File: config.mk
export PLATFORM = sky130hd
export DESIGN_NAME = mux3_to_1_8bit_flat
export DESIGN_NICKNAME = d
export VERILOG_FILES = /design/src/rtl/mux3_to_1_8bit_if.sv /design/src/rtl/mux3_to_1_8bit.sv /design/src/flat_wrapper.sv
export SDC_FILE = /design/constraint.sdc
export NUM_CORES = 1
export LEC_CHECK = 0
export ABC_CLOCK_PERIOD_IN_PS = 800
export CAP_MARGIN = 20
export CORE_AREA = 2 2 39 41
export DETAILED_ROUTE_END_ITERATION = 8
export DIE_AREA = 0 0 41 43
export DONT_BUFFER_PORTS = 1
export GPL_TIMING_DRIVEN = 0
export PLACE_DENSITY = 0.66
export SLEW_MARGIN = 20
export SYNTH_ARGS = -nofsm -noshare
export SYNTH_HDL_FRONTEND = slang
export SYNTH_SLANG_ARGS = --single-unit
export TNS_END_PERCENT = 30
File: constraint.sdc
create_clock -name Clk -period 0.8 [get_ports Clk]
set_input_delay 0.16 -clock Clk [delete_from_list [all_inputs] [get_ports Clk]]
set_output_delay 0.16 -clock Clk [all_outputs]
set_load 0.02 [all_outputs]
File: src/rtl/mux3_to_1_8bit_if.sv
// Operand, select and result bundle for the registered 3-to-1 byte selector.
// The master drives operands and select; the slave returns the registered result.
interface mux3_to_1_8bit_if;
    logic [7:0] mux_inN;
    logic [7:0] mux_inK;
    logic [7:0] mux_inM;
    logic [2:0] mux_sel;
    logic [7:0] mux_out;
    logic       sel_err;

    modport master (
        output mux_inN,
        output mux_inK,
        output mux_inM,
        output mux_sel,
        input  mux_out,
        input  sel_err
    );

    modport slave (
        input  mux_inN,
        input  mux_inK,
        input  mux_inM,
        input  mux_sel,
        output mux_out,
        output sel_err
    );
endinterface

File: src/rtl/mux3_to_1_8bit.sv
// Registered one-hot 3-to-1 byte selector for the point-cloud datapath.
// Illegal or unknown select codes yield 8'h00 and raise sel_err.
module mux3_to_1_8bit (
    input  logic              Clk,
    input  logic              rst_n,
    mux3_to_1_8bit_if.slave   bus
);

    logic [7:0] dec_data;
    logic       dec_err;

    // Exact one-hot match only; X/Z on the select falls through to default.
    always_comb begin
        dec_data = 8'h00;
        dec_err  = 1'b1;
        case (bus.mux_sel)
            3'b001: begin
                dec_data = bus.mux_inN;
                dec_err  = 1'b0;
            end
            3'b010: begin
                dec_data = bus.mux_inK;
                dec_err  = 1'b0;
            end
            3'b100: begin
                dec_data = bus.mux_inM;
                dec_err  = 1'b0;
            end
            default: begin
                dec_data = 8'h00;
                dec_err  = 1'b1;
            end
        endcase
    end

    always_ff @(posedge Clk or negedge rst_n) begin
        if (!rst_n) begin
            bus.mux_out <= 8'h00;
            bus.sel_err <= 1'b0;
        end else begin
            bus.mux_out <= dec_data;
            bus.sel_err <= dec_err;
        end
    end

endmodule

File: src/flat_wrapper.sv
// flat-port wrapper written by rule: the top's interface ports become plain ports
module mux3_to_1_8bit_flat 
  (Clk, rst_n, bus_mux_inN, bus_mux_inK, bus_mux_inM, bus_mux_sel, bus_mux_out, bus_sel_err);
  mux3_to_1_8bit_if bus_i ();
  input  logic Clk;
  input  logic rst_n;
  input wire logic [$bits(bus_i.mux_inN)-1:0] bus_mux_inN;
  input wire logic [$bits(bus_i.mux_inK)-1:0] bus_mux_inK;
  input wire logic [$bits(bus_i.mux_inM)-1:0] bus_mux_inM;
  input wire logic [$bits(bus_i.mux_sel)-1:0] bus_mux_sel;
  output wire logic [$bits(bus_i.mux_out)-1:0] bus_mux_out;
  output wire logic [$bits(bus_i.sel_err)-1:0] bus_sel_err;
  assign bus_i.mux_inN = bus_mux_inN;
  assign bus_i.mux_inK = bus_mux_inK;
  assign bus_i.mux_inM = bus_mux_inM;
  assign bus_i.mux_sel = bus_mux_sel;
  assign bus_mux_out = bus_i.mux_out;
  assign bus_sel_err = bus_i.sel_err;
  mux3_to_1_8bit u_core (.Clk(Clk), .rst_n(rst_n), .bus(bus_i));
endmodule
# [After elaboration in Yosys (flattened, before gate mapping)]
# Cells that the tools add are included.
[word_totals] regBits=9 input_bits=29 wordCells=8
[op_classes] eq_ne=3 n_mux=2 n_reduce_logical=1
[ops] operator="$pmux W8 S3" n=1
[ops] operator="$eq A3 B1 Y1 const B" n=1
[ops] operator="$eq A3 B2 Y1 const B" n=1
[ops] operator="$eq A3 B3 Y1 const B" n=1
[ops] operator="$reduce_or A3 Y1" n=1
[ops] operator="$mux W1" n=1

# [Longest topological paths before layout]
# Gate-level depths: netlist of the first run.
[logic_depth] word_depth=3 mapped_depth=4 depth_no_buf=2

# [Least setup slack after synthesis of the first run]
# Ideal clock, no wire load.
[synth_timing] path_type="input port to flip-flop" from="in bus_mux_sel[2]" to="reg u_core.bus.mux_out[0]" setup_time_ns=0.126 arrival_ns=0.810 required_ns=0.674 slack_ns=-0.136 path_stages=4 path_buffers=2 path_cell_list="buf_6 -> buf_6 -> and4bb_1 -> a221o_1"
[synth_between] elab_chain_len=2
[synth_lines] item="start, declared" line_no="flat_wrapper.sv:10" source="input wire logic [$bits(bus_i.mux_sel)-1:0] bus_mux_sel;"
[synth_lines] item="$eq A3 B3 Y1 (tied with other cells)" line_no="mux3_to_1_8bit.sv:16" source="case (bus.mux_sel)"
[synth_lines] item="$pmux W8 S3 (*)" line_no="mux3_to_1_8bit.sv:16"
[synth_lines] item="named net u_core.dec_data[0]" line_no="mux3_to_1_8bit.sv:9" source="logic [7:0] dec_data;"
[synth_lines] item="end signal, assigned" line_no="mux3_to_1_8bit.sv:41" source="bus.mux_out <= dec_data;"
[synth_lines] item="end, declared" line_no="mux3_to_1_8bit_if.sv:25" source="output mux_out,"
# Mark *: on every way through the listed nets, which the timed path passes. The rest lies on a longest branch.

# [Worst setup path after layout of the first run]
[layout_timing] from="reg u_core.bus.mux_out[1]" to="out bus_mux_out[1]"
[layout_lines] item="end, declared" line_no="flat_wrapper.sv:11" source="output wire logic [$bits(bus_i.mux_out)-1:0] bus_mux_out;"
# No word-level cell between the ends.

==> flow_metrics.py, run 1 <==
metrics = {
    "floorplan": {
        "die_x_microns": 41,
        "core_area_sq_mm": 0.00138,
        "start_util_pct": 39.0,
        "rows": 14,
        "ios": 38,
        "dieArea_sq_mm": 0.00176,
        "die_h_microns": 43,
    },
    "synthesis": {
        "syn_nets": 72,
        "synth_cells": 43,
        "synth_area_per_cell_sq_um": 12.5,
        "synth.distinct_cells": 13,
        "synth_warnings": 0,
        "netlist_area_sq_um": 539,
        "ys_seq_elements": 9,
        "ys_seq_area_share_pct": 41.8,
    },
    "placed_design": {
        "pre_cts_ws_ns": -0.212,
        "io_buffer_count": 0,
        "gp_congestion": 0.712,
        "dpl.cell_count": 59,
    },
    "cells_and_area": {
        "nets": 78,
        "n_antenna_cell": 0,
        "finalNonFillerCells": 64,
        "synthToLayoutAreaGrowth_pct": 12.3,
        "layout-drive-gt1-share_pct": 33.3,
        "mostFrequentLayoutCells": "a221o_1, dfrtp_2, nor2b_1, and4bb_1, clkbuf_4",
        "nFillCells": 134,
        "multi_input_area_sq_um": 269,
        "regArea_sq_um": 235,
    },
    "routing": {
        "drc": 0,
        "dr.first_iter.drc_count": 3,
        "ant_nets": 0,
        "wl_per_cell_microns": 17.4,
        "viasPerCell": 5.66,
        "vias": 362,
        "firstDrtPassIters": 3,
        "wl_mm": 1.11,
    },
    "hold_path": {
        "hold_end": "u_core.bus.mux_out[4]$_DFF_PN0_",
        "min_from": "bus_mux_inN[4]",
        "min_path_cells": 1,
        "hold_path_class": "input pin to register",
    },
    "clock_tree": {
        "root_buffer": "clkbuf_4",
        "clock_path_buffers": 2,
        "numCtsBuffers": 3,
        "cts_tree": "yes",
        "cts.sinks": 9,
        "clk_pin_slew_ns": 0.06,
        "cts-htree-levels": 1,
        "post_cts_buffers": 0,
    },
    "worst_setup_path": {
        "setup.worst_path.start_class": "register",
        "crit_arrival_ns": 0.71,
        "endpoint_kind": "output pin",
        "required_ns": 0.64,
        "crit_path_max_fanout": 1,
        "critPathKind": "register to output pin",
    },
    "timing": {
        "setup_slack_ns": -0.0695,
        "max_freq_ghz": 1.15,
        "finalCriticalPeriod_ns": 0.869,
        "worst_pin_slew_ns": 0.390,
        "final_max_slew_viol_count": 0,
        "hold_violations": 0,
        "setup_viol": 9,
        "layout_worst_path_cycle_share_pct": 109,
        "rsz0062_at_grt": "yes",
        "relSlewSlack_pct": 74.0,
    },
    "grt": {
        "grt_pass1_wl_mm": 1.80,
        "antenna_found_initial": 0,
        "grt_pass1_vias": 380,
        "grt.overflow.total": 0,
        "grt_max_degree": 11,
        "grt.total_usage_pct": 15.2,
    },
    "job": {
        "maxCapViolCount": 0,
    },
    "power_and_ir_drop": {
        "leakage_nw": 0.268,
        "power.total_mw": 1.04,
        "ir_drop_mv": 0.418,
        "powerDensity_mw_per_mm2": 1720,
    },
    "status": {
        "outcome": "finished, violations left",
        "violations": "setup timing",
    },
}
-- kinds of logic (layout without fill, tap and decap cells) --
kind of cell              count (synthesis)  count (layout)  synth area share, %
and+or+nand+nor                          18              18                 32.5
AOI/OAI and AO/OA                         9               9                 15.8
DFF                                       9               9                 41.8
buffers and inverters                     6              11                 8.35
xor gates and xnor gates                  1               1                 1.62
-- synthesized netlist by cell type --
library cell	count	area [sq um]
dfrtp_1	9	225
buf_6	2	22.5
a21oi_1	1	5.00
and4bb_1	7	87.6
inv_1	1	3.75
nor2b_1	7	43.8
buf_1	1	3.75
a221o_1	8	80.1
nor4bb_1	1	10.0
and2b_1	2	15.0
xor2_1	1	8.76
nor3b_4	1	18.8
buf_4	2	15.0
-- how the worst max path moves through the flow --
stage / start / to / slack, ns / cells after the start
after CTS: u_core.bus.mux_out[0]$_DFF_PN0_ / bus_mux_out[0] / -0.08 / 0
after floorplan: bus_mux_sel[2] / u_core.bus.mux_out[0]$_DFF_PN0_ / -0.14 / 4
after global routing: u_core.bus.mux_out[0]$_DFF_PN0_ / bus_mux_out[0] / -0.09 / 0
after global placement: bus_mux_sel[1] / u_core.bus.mux_out[1]$_DFF_PN0_ / -0.19 / 3
after detailed placement: bus_mux_sel[1] / u_core.bus.mux_out[3]$_DFF_PN0_ / -0.21 / 3
final: u_core.bus.mux_out[1]$_DFF_PN0_ / bus_mux_out[1] / -0.07 / 0
-- sequential cells by signal, indices dropped and copies added (netlist names) --
name,flops
u_core.bus.sel_err,1
u_core.bus.mux_out,8
-- through the flow --
stage,instance area [sq um],utilization [%],TNS (ns),hold WS (ns)
after floorplan,539,-,-1.05,-0.136
after global placement,559,40.4,-1.58,-0.135
after detailed placement,559,40.4,-1.74,-0.135
after CTS,601,43.4,-0.641,0.0424
after global routing,606,43.8,-0.791,0.0429
final,606,43.8,-0.583,0.0449
-- power by group --
part           leakage, nW  internal [mW]  switching [mW]
sequential           0.106          0.493          0.0547
clock               0.0150          0.192           0.158
combinational        0.147         0.0783          0.0635
-- cell type report --
class / instances / area share [%]
clock buffer: 4 / 4.34
buffer: 5 / 6.82
inverter: 1 / 0.620
multi-input combinational: 28 / 44.4
sequential: 9 / 38.8
tap: 16 / 3.31
timing repair buffer: 1 / 1.65
-- routing by layer --
metal  vias to the layer above  wire length [microns]  global-route usage, %
li1                        176                      -                      -
met1                       165                    367                   15.9
met2                        19                    595                   23.8
met3                         2                    130                   7.33
met4                         0                     18                   8.00
met5                         -                      0                      0
-- timing repair --
item,CTS,global route
hold endpoints to repair,9,0
hold buffers,1,0
gates cloned,0,0
endpoints found under the setup margin,9,9
gates resized for setup,4,4
(Power assumes the default switching activity.)
==> run 2, diff against run 1 <==
--- a/config.mk
+++ b/config.mk
@@ -13,6 +13,7 @@
 export DONT_BUFFER_PORTS = 1
 export GPL_TIMING_DRIVEN = 0
 export PLACE_DENSITY = 0.66
+export RECOVER_POWER = 100
 export SLEW_MARGIN = 20
 export SYNTH_ARGS = -nofsm -noshare
 export SYNTH_HDL_FRONTEND = slang
==> run 2 against run 1 <==
The run still ends with setup timing left. Utilization shrank 0.18 points. Combinational power is essentially flat. Maximum frequency is essentially flat. Clock power is essentially flat. Critical endpoint unchanged.
==> flow_metrics.py, run 2 (synthesized netlist as in run 1, its figures left out) <==
metrics = {
    "status": {
        "outcome": "finished, violations left",
        "violations": "setup timing",
    },
    "routing": {
        "viasPerCell": 5.67,
        "top_layer_used": "met4",
        "firstDrtPassIters": 4,
        "wl_met2_microns": 596,
        "wl_mm": 1.11,
        "route.layer.met1.wl_microns": 366,
        "ant_nets": 0,
        "wl_per_cell_microns": 17.4,
        "drc": 0,
        "wl_met3_microns": 130,
        "vias": 363,
        "dr.first_iter.drc_count": 3,
    },
    "hold_path": {
        "hold_end": "u_core.bus.mux_out[4]$_DFF_PN0_",
        "min_from": "bus_mux_inN[4]",
        "min_path_cells": 1,
        "hold_path_class": "input pin to register",
    },
    "cells_and_area": {
        "nets": 78,
        "final_util_pct": 43.6,
        "final_cell_area_sq_um": 603,
        "top_register": "u_core.bus.mux_out",
        "largest_register_ffs": 8,
        "synthToLayoutAreaGrowth_pct": 11.8,
        "layout-drive-gt1-share_pct": 33.3,
        "reg.largest.list": "u_core.bus.mux_out (8), u_core.bus.sel_err (1)",
        "nFillCells": 134,
        "n_antenna_cell": 0,
        "mostFrequentLayoutCells": "a221o_1, dfrtp_2, nor2b_1, and4bb_1, clkbuf_4",
    },
    "timing": {
        "relSlewSlack_pct": 73.9,
        "setup_slack_ns": -0.0695,
        "hold_violations": 0,
        "final_max_slew_viol_count": 0,
        "setup_tns_ns": -0.583,
        "rsz0062_at_grt": "yes",
        "setup_viol": 9,
        "worst_pin_slew_ns": 0.391,
        "layout_worst_path_cycle_share_pct": 109,
        "finalCriticalPeriod_ns": 0.869,
        "max_freq_ghz": 1.15,
    },
    "grt": {
        "grt.total_usage_pct": 15.2,
        "grt_max_degree": 11,
        "grt_pass1_wl_mm": 1.80,
        "antenna_found_initial": 0,
        "grt.overflow.total": 0,
        "grt_pass1_vias": 380,
    },
    "floorplan": {
        "core_area_sq_mm": 0.00138,
        "die_h_microns": 43,
        "start_util_pct": 39.0,
        "rows": 14,
        "ios": 38,
        "die_x_microns": 41,
        "dieArea_sq_mm": 0.00176,
    },
    "placed_design": {
        "placed_area_sq_um": 559,
        "gp_congestion": 0.712,
        "io_buffer_count": 0,
    },
    "worst_setup_path": {
        "setup.worst_path.start_class": "register",
        "endpoint_kind": "output pin",
        "crit_arrival_ns": 0.71,
        "crit_path_max_fanout": 1,
        "required_ns": 0.64,
        "critPathKind": "register to output pin",
    },
    "power_and_ir_drop": {
        "ir_drop_mv": 0.418,
        "leakage_nw": 0.267,
        "powerDensity_mw_per_mm2": 1720,
        "power.total_mw": 1.04,
    },
    "clock_tree": {
        "cts-htree-levels": 1,
        "cts.sinks": 9,
        "clk_pin_slew_ns": 0.06,
        "clock_path_buffers": 2,
        "cts_tree": "yes",
        "root_buffer": "clkbuf_4",
        "numCtsBuffers": 3,
    },
    "job": {
        "maxCapViolCount": 0,
    },
}
## run 2: cell count changes in the layout (fill, tap and decap cells not counted)
| cell | delta |
|---|---|
| buf_4 | -1 |
| clkbuf_2 | +1 |
## run 2: worst max path at each step
stage	startpoint	end	slack, ns	cells past startpoint
after floorplan	bus_mux_sel[2]	u_core.bus.mux_out[0]$_DFF_PN0_	-0.14	4
after global placement	bus_mux_sel[1]	u_core.bus.mux_out[1]$_DFF_PN0_	-0.19	3
after detailed placement	bus_mux_sel[1]	u_core.bus.mux_out[3]$_DFF_PN0_	-0.21	3
after CTS	u_core.bus.mux_out[0]$_DFF_PN0_	bus_mux_out[0]	-0.08	0
after global routing	u_core.bus.mux_out[0]$_DFF_PN0_	bus_mux_out[0]	-0.09	0
final	u_core.bus.mux_out[1]$_DFF_PN0_	bus_mux_out[1]	-0.07	0
## run 2: area by class of cell
class / instances / area, sq um / area share [%]
multi-input cells: 28 / 269 / 44.6
flip-flops and latches: 9 / 235 / 39.0
plain buffers: 5 / 38.8 / 6.43
clock buffers: 4 / 26.3 / 4.36
well taps: 16 / 20.0 / 3.32
repair buffers: 1 / 10.0 / 1.66
inverters: 1 / 3.75 / 0.622
## run 2: power by group
part	switching (mW)	leakage, nW	internal [mW]
sequential	0.0547	0.106	0.493
combinational	0.0635	0.146	0.0767
clock	0.158	0.0150	0.192
## run 2: metrics by stage
| step | std cells | hold WS (ns) | worst slack, ns |
|---|---|---|---|
| 2_1_floorplan | 43 | -0.136 | -0.136 |
| 5_1_grt | 64 | 0.0429 | -0.0917 |
| 6_report | 64 | 0.0449 | -0.0695 |
| 3_3_place_gp | 59 | -0.135 | -0.191 |
| 3_5_place_dp | 59 | -0.135 | -0.212 |
| 4_1_cts | 64 | 0.0424 | -0.0794 |
## run 2: what timing repair did
action / 4_1_cts / 5_1_grt
setup endpoints to repair: 9 / 9
endpoints found under the hold margin: 9 / 0
resized for setup: 4 / 4
pin swaps: 0 / 0
hold buffers: 1 / 0
buffers inserted: 0 / 0
## run 2: per-layer routing
metal  up-vias  track usage, %
met1       166            15.9
met3         2            7.33
met5         -               0
li1        176               -
met2        19            23.8
met4         0            8.00
